## src/rtl/alu8_pkg.sv

```systemverilog
// alu8_pkg: opcodes, flag/entry types and flag derivation shared by the ALU result path
package alu8_pkg;
  localparam logic [2:0] OP_AND  = 3'd0;
  localparam logic [2:0] OP_NAND = 3'd1;
  localparam logic [2:0] OP_OR   = 3'd2;
  localparam logic [2:0] OP_NOR  = 3'd3;
  localparam logic [2:0] OP_XOR  = 3'd4;
  localparam logic [2:0] OP_XNOR = 3'd5;
  localparam logic [2:0] OP_ADD  = 3'd6;
  localparam logic [2:0] OP_SUB  = 3'd7;
  typedef struct packed {
    logic zero;
    logic carry;
    logic neg;
  } alu8_flags_t;
  typedef struct packed {
    logic [8:0]  result;
    logic [2:0]  sel;
    alu8_flags_t flags;
  } alu8_entry_t;
  // Bit 8 is a carry/borrow only for ADD/SUB; inverting ops set it as a side effect
  function automatic alu8_flags_t alu8_flags(input logic [8:0] result, input logic [2:0] sel);
    alu8_flags_t f;
    f.zero  = result[7:0] == 8'd0;
    f.carry = result[8] && (sel == OP_ADD || sel == OP_SUB);
    f.neg   = result[7];
    return f;
  endfunction
endpackage

```

## src/rtl/alu8_sync_fifo.sv

```systemverilog
// alu8_sync_fifo: generic synchronous FIFO with occupancy count and full-drop strobe
module alu8_sync_fifo #(
  parameter int WIDTH = 8,
  parameter int DEPTH = 4
) (
  input  logic                     clk,
  input  logic                     rst,
  input  logic                     push_i,
  input  logic [WIDTH-1:0]         din_i,
  input  logic                     pop_i,
  output logic [WIDTH-1:0]         dout_o,
  output logic                     valid_o,
  output logic [$clog2(DEPTH):0]   count_o,
  output logic                     drop_o
);
  localparam int AW = $clog2(DEPTH);
  logic [WIDTH-1:0] mem_q [DEPTH];
  logic [AW-1:0] wr_q, rd_q;
  logic [AW:0] count_q, count_d;
  logic full, do_push, do_pop;
  always_comb begin
    full    = count_q == (AW+1)'(DEPTH);
    do_pop  = pop_i && count_q != '0;
    do_push = push_i && (!full || do_pop);
    drop_o  = push_i && !do_push;
    count_d = count_q + (AW+1)'(do_push) - (AW+1)'(do_pop);
  end
  always_ff @(posedge clk) begin
    if (rst) begin
      wr_q    <= '0;
      rd_q    <= '0;
      count_q <= '0;
      for (int i = 0; i < DEPTH; i++) mem_q[i] <= '0;
    end else begin
      if (do_push) begin
        mem_q[wr_q] <= din_i;
        wr_q        <= wr_q + AW'(1);
      end
      if (do_pop) rd_q <= rd_q + AW'(1);
      count_q <= count_d;
    end
  end
  assign dout_o  = mem_q[rd_q];
  assign valid_o = count_q != '0;
  assign count_o = count_q;
endmodule

```

## src/rtl/alu8_result_fifo.sv

```systemverilog
// alu8_result_fifo: aligns issue tags with the registered ALU result, flags it and buffers it with credit flow control
module alu8_result_fifo
  import alu8_pkg::*;
#(
  parameter int DEPTH = 4
) (
  input  logic                   clk,
  input  logic                   rst,
  input  logic                   in_valid,
  input  logic [2:0]             in_sel,
  input  logic [8:0]             alu_result,
  output logic                   issue_ready,
  output logic                   out_valid,
  input  logic                   out_ready,
  output logic [8:0]             out_result,
  output logic [2:0]             out_sel,
  output logic                   out_zero,
  output logic                   out_carry,
  output logic                   out_neg,
  output logic [$clog2(DEPTH):0] count,
  output logic                   overflow
);
  localparam int CW = $clog2(DEPTH) + 1;
  logic stg_valid_q, overflow_q, overflow_d, drop;
  logic [2:0] stg_sel_q;
  alu8_entry_t push_entry, head;
  always_comb begin
    push_entry.result = alu_result;
    push_entry.sel    = stg_sel_q;
    push_entry.flags  = alu8_flags(alu_result, stg_sel_q);
    overflow_d        = overflow_q || drop;
    // The in-flight op in the align stage already owns a slot
    issue_ready       = ({1'b0, count} + (CW+1)'(stg_valid_q)) < (CW+1)'(DEPTH);
  end
  always_ff @(posedge clk) begin
    if (rst) begin
      stg_valid_q <= 1'b0;
      stg_sel_q   <= '0;
      overflow_q  <= 1'b0;
    end else begin
      stg_valid_q <= in_valid;
      stg_sel_q   <= in_sel;
      overflow_q  <= overflow_d;
    end
  end
  alu8_sync_fifo #(.WIDTH($bits(alu8_entry_t)), .DEPTH(DEPTH)) u_fifo (
    .clk    (clk),
    .rst    (rst),
    .push_i (stg_valid_q),
    .din_i  (push_entry),
    .pop_i  (out_ready),
    .dout_o (head),
    .valid_o(out_valid),
    .count_o(count),
    .drop_o (drop)
  );
  assign out_result = head.result;
  assign out_sel    = head.sel;
  assign out_zero   = head.flags.zero;
  assign out_carry  = head.flags.carry;
  assign out_neg    = head.flags.neg;
  assign overflow   = overflow_q;
endmodule

```

## config.mk

```make
export PLATFORM = sky130hd
export DESIGN_NAME = alu8_result_fifo
export DESIGN_NICKNAME = d
export VERILOG_FILES = /design/src/rtl/alu8_pkg.sv /design/src/rtl/alu8_sync_fifo.sv /design/src/rtl/alu8_result_fifo.sv
export SDC_FILE = /design/constraint.sdc
export NUM_CORES = 1
export LEC_CHECK = 0
export BUFFER_PORTS_ARGS = -buffer_cell sky130_fd_sc_hd__buf_2
export CORE_MARGIN = 2
export CORE_UTILIZATION = 50
export CTS_BUF_LIST = sky130_fd_sc_hd__clkbuf_4 sky130_fd_sc_hd__clkbuf_8 sky130_fd_sc_hd__clkbuf_16
export CTS_CLUSTER_SIZE = 10
export DETAILED_ROUTE_END_ITERATION = 6
export GPL_TIMING_DRIVEN = 0
export MAX_ROUTING_LAYER = met4
export PLACE_DENSITY = 0.77
export SLEW_MARGIN = 5
export SYNTH_ARGS = -nofsm -noshare
export SYNTH_HDL_FRONTEND = slang
export SYNTH_SLANG_ARGS = --single-unit
```

## constraint.sdc

```tcl
create_clock -name clk -period 2.3 [get_ports clk]
set_clock_uncertainty 0.1 [all_clocks]
set_input_delay 0.46 -clock clk [delete_from_list [all_inputs] [get_ports clk]]
set_output_delay 0.46 -clock clk [all_outputs]
set_load 0.05 [all_outputs]
```

==> metrics <==
layout cell share with drive strength beyond 1 roughly 31%; ys async rst share 0%; share of the synthesized area in the top cell type a little under three fifths; hold violation count in the final report 0; DRT antenna net count 0; P_leak around 1.4 nW; Ant. Diodes 0; Port Buf Inserts 36; Area after DPL 3329 um2; CP Launch Type flop; outcome completed; WP data arrival approximately 1.7 ns; Sum Neg Setup Slack 0 ns; # H-tree levels 3; die area 6747 um2; fin nets 277; synth top area cells edfxtp_1 55%, mux4_2 10%, and2_1 9.8%; Register Area between 1500 and 2000 um2; slowest stage delay, CP 0.53 ns; hold-fix buffers at CTS 0; top-count cell post-synth edfxtp_1; Worst Hold Class input pin to flop; EDFF count, synth 56; crit path max fanout 5; Tot GR Track Use about a fifth; Finished Cell Area approximately 3600 um2; ys flop type edfxtp_1; most numerous cell on the critical path buf_6; PnR worst setup slack about 0.060 ns; DRC violations left 0; RSZ-0062 raised after global routing false; Worst-Skew Late Latency between 0.3 and 0.4 ns; RePlAce Congestion between 0.7 and 0.8; Slew @ Worst Pin approximately 0.79 ns; Critical Path Sink Type primary output; largest net degree at the start of global routing 15; FILL cells between 400 and 500; Fmax roughly 450 MHz; Syn. warnings 0; max-slew violations 0; Final setup viols 0; DP HPWL approximately 3800 um; #FFs+latches synth 70; DP Cell Count 319; antenna violations before repair 0; TritonCTS Buffers 9; synth cell count leaders 56 x edfxtp_1, 48 x and2_1, 14 x dfxtp_1, 14 x mux4_2, 11 x nor3_1; multi-input logic area around 1000 um2; Max-cap violations 0; Starting DRT DRC Count roughly 80; Peak VDD IR 0.0008216 V; Final period util a little over nine tenths; Synth-to-Final Area Change 18.52%; WL per Instance between 15 and 20 um; via count roughly 1.8k; CP max-delay cell mux4_2; Pwr Density approximately 1100 nW/um2; clock buffer depth 2; Vias/cell 5.412; detailed-router iteration count before antenna repair 4; sequential share of the synthesized area between 60% and 70%; Die Y 82.14 um; Synth Cell Area slightly above 3000 um2; Syn Inst Count 208; DRT Wirelength between 5000 and 6000 um; clock net sink count 70; Core Util, Final roughly three fifths; headroom to the max-slew limit a little under half; Clock Pin Slew Worst Setup and Hold Paths approximately 0.070 ns; Yosys top cell by area edfxtp_1; final worst hold slack around 0.22 ns; Netlist cell types 37; final cell count without fillers 337; FP Rows 28; Critical Path RT 1.74 ns; path type of the worst setup path flop to primary output; PnR Total Power around 3.9 mW; vias in the first global route approximately 1.8k; global route overflow 0; # IOs 37; Initial Util 51.56%; CTS tree done; die width about 80 um; Avg Synthesized Cell Area ~15 um2; dpl ws -0.1880 ns; root buffer cell clkbuf_8; Core Area 5921 um2; minimum clock period ~2.2 ns; Critical Path, Cell by Cell buf_6 > clkbuf_16 > mux4_2 > buf_6; first-pass GRT wire length 8997 um; net count after synthesis 228
[registers in the layout (all words and copies together) (netlist names), named ones only]
| register | cells |
|---|---|
| stg_sel_q | 3 |
| overflow | 1 |
| u_fifo.rd_q | 2 |
| u_fifo.mem_q | 56 |
| u_fifo.count_o | 3 |
| stg_valid_q | 1 |
| u_fifo.wr_q | 2 |
[critical path: cells and delay by family (launching register included)]
family   cells  cell delay [ns]
buf+inv      3             0.48
flops        1             0.33
mux          1             0.53
[layout by cell type, fill, tap and decap left out, types with 2 or more instances in the layout]
master,instances
nor2_1,8
and2_1,48
clkbuf_8,9
xor2_1,2
o21ai_0,2
or3_1,2
buf_6,6
buf_4,7
a21oi_1,2
dfxtp_2,2
clkbuf_1,5
nand2b_1,2
buf_2,27
clkinv_2,3
nand3_1,3
nor3_1,11
ha_1,3
inv_1,6
dfxtp_1,12
mux4_2,14
nor4_1,2
nor2b_1,6
edfxtp_1,56
[final timing paths]
check,startpoint,to,slack [ns],depth (start not counted)
setup / recovery,flop,out_carry,0.06,4
setup reg to reg,u_fifo.count_o[0],u_fifo.mem_q[1][7],0.11,3
hold / removal,in_sel[1],stg_sel_q[1],0.22,2
hold reg to reg,overflow,overflow,0.40,2
[metal layers]
metal	GRT usage [%]	part of all wire, %	vias up
li1	-	-	858
met1	22.98	42	910
met2	33.41	51	48
met3	5.543	5.7	8
met4	8.500	1.3	0
met5	-	0	-
[power breakdown]
group	internal [mW]	total [mW]	switching, mW
Clock	0.492	0.942	0.450
Combinational	0.512	1.34	0.827
Sequential	1.48	1.57	0.0946
Total	2.48	3.85	1.37
[area by class of cell]
cell class / instances / area share, %
well taps: 75 / 2.593
inverters: 7 / 0.7261
clock buffers: 9 / 3.423
repair buffers: 38 / 6.916
plain buffers: 10 / 2.109
clock inverters: 7 / 1.798
flip-flops and latches: 70 / 54.29
multi-input cells: 121 / 28.15
[kinds of logic (layout without fill, tap and decap cells)]
group | Yosys count | after routing | synth area share [%]
AND/OR/NAND/NOR | 91 | 91 | 18.16
AO/OA/AOI/OAI | 9 | 9 | 1.968
multiplexers | 14 | 14 | 10.33
buffers and inverters | 17 | 71 | 2.541
flip-flops | 70 | 70 | 64.26
adder cells (fa/ha/maj) | 4 | 4 | 1.885
XOR/XNOR | 3 | 3 | 0.8608
[timing repair]
| item | CTS | global route |
|---|---|---|
| setup buffers | 0 | 1 |
| cloned | 0 | 1 |
| resized for setup | 17 | 8 |
| setup endpoints to repair | 11 | 11 |
(Power assumes the default switching activity.)
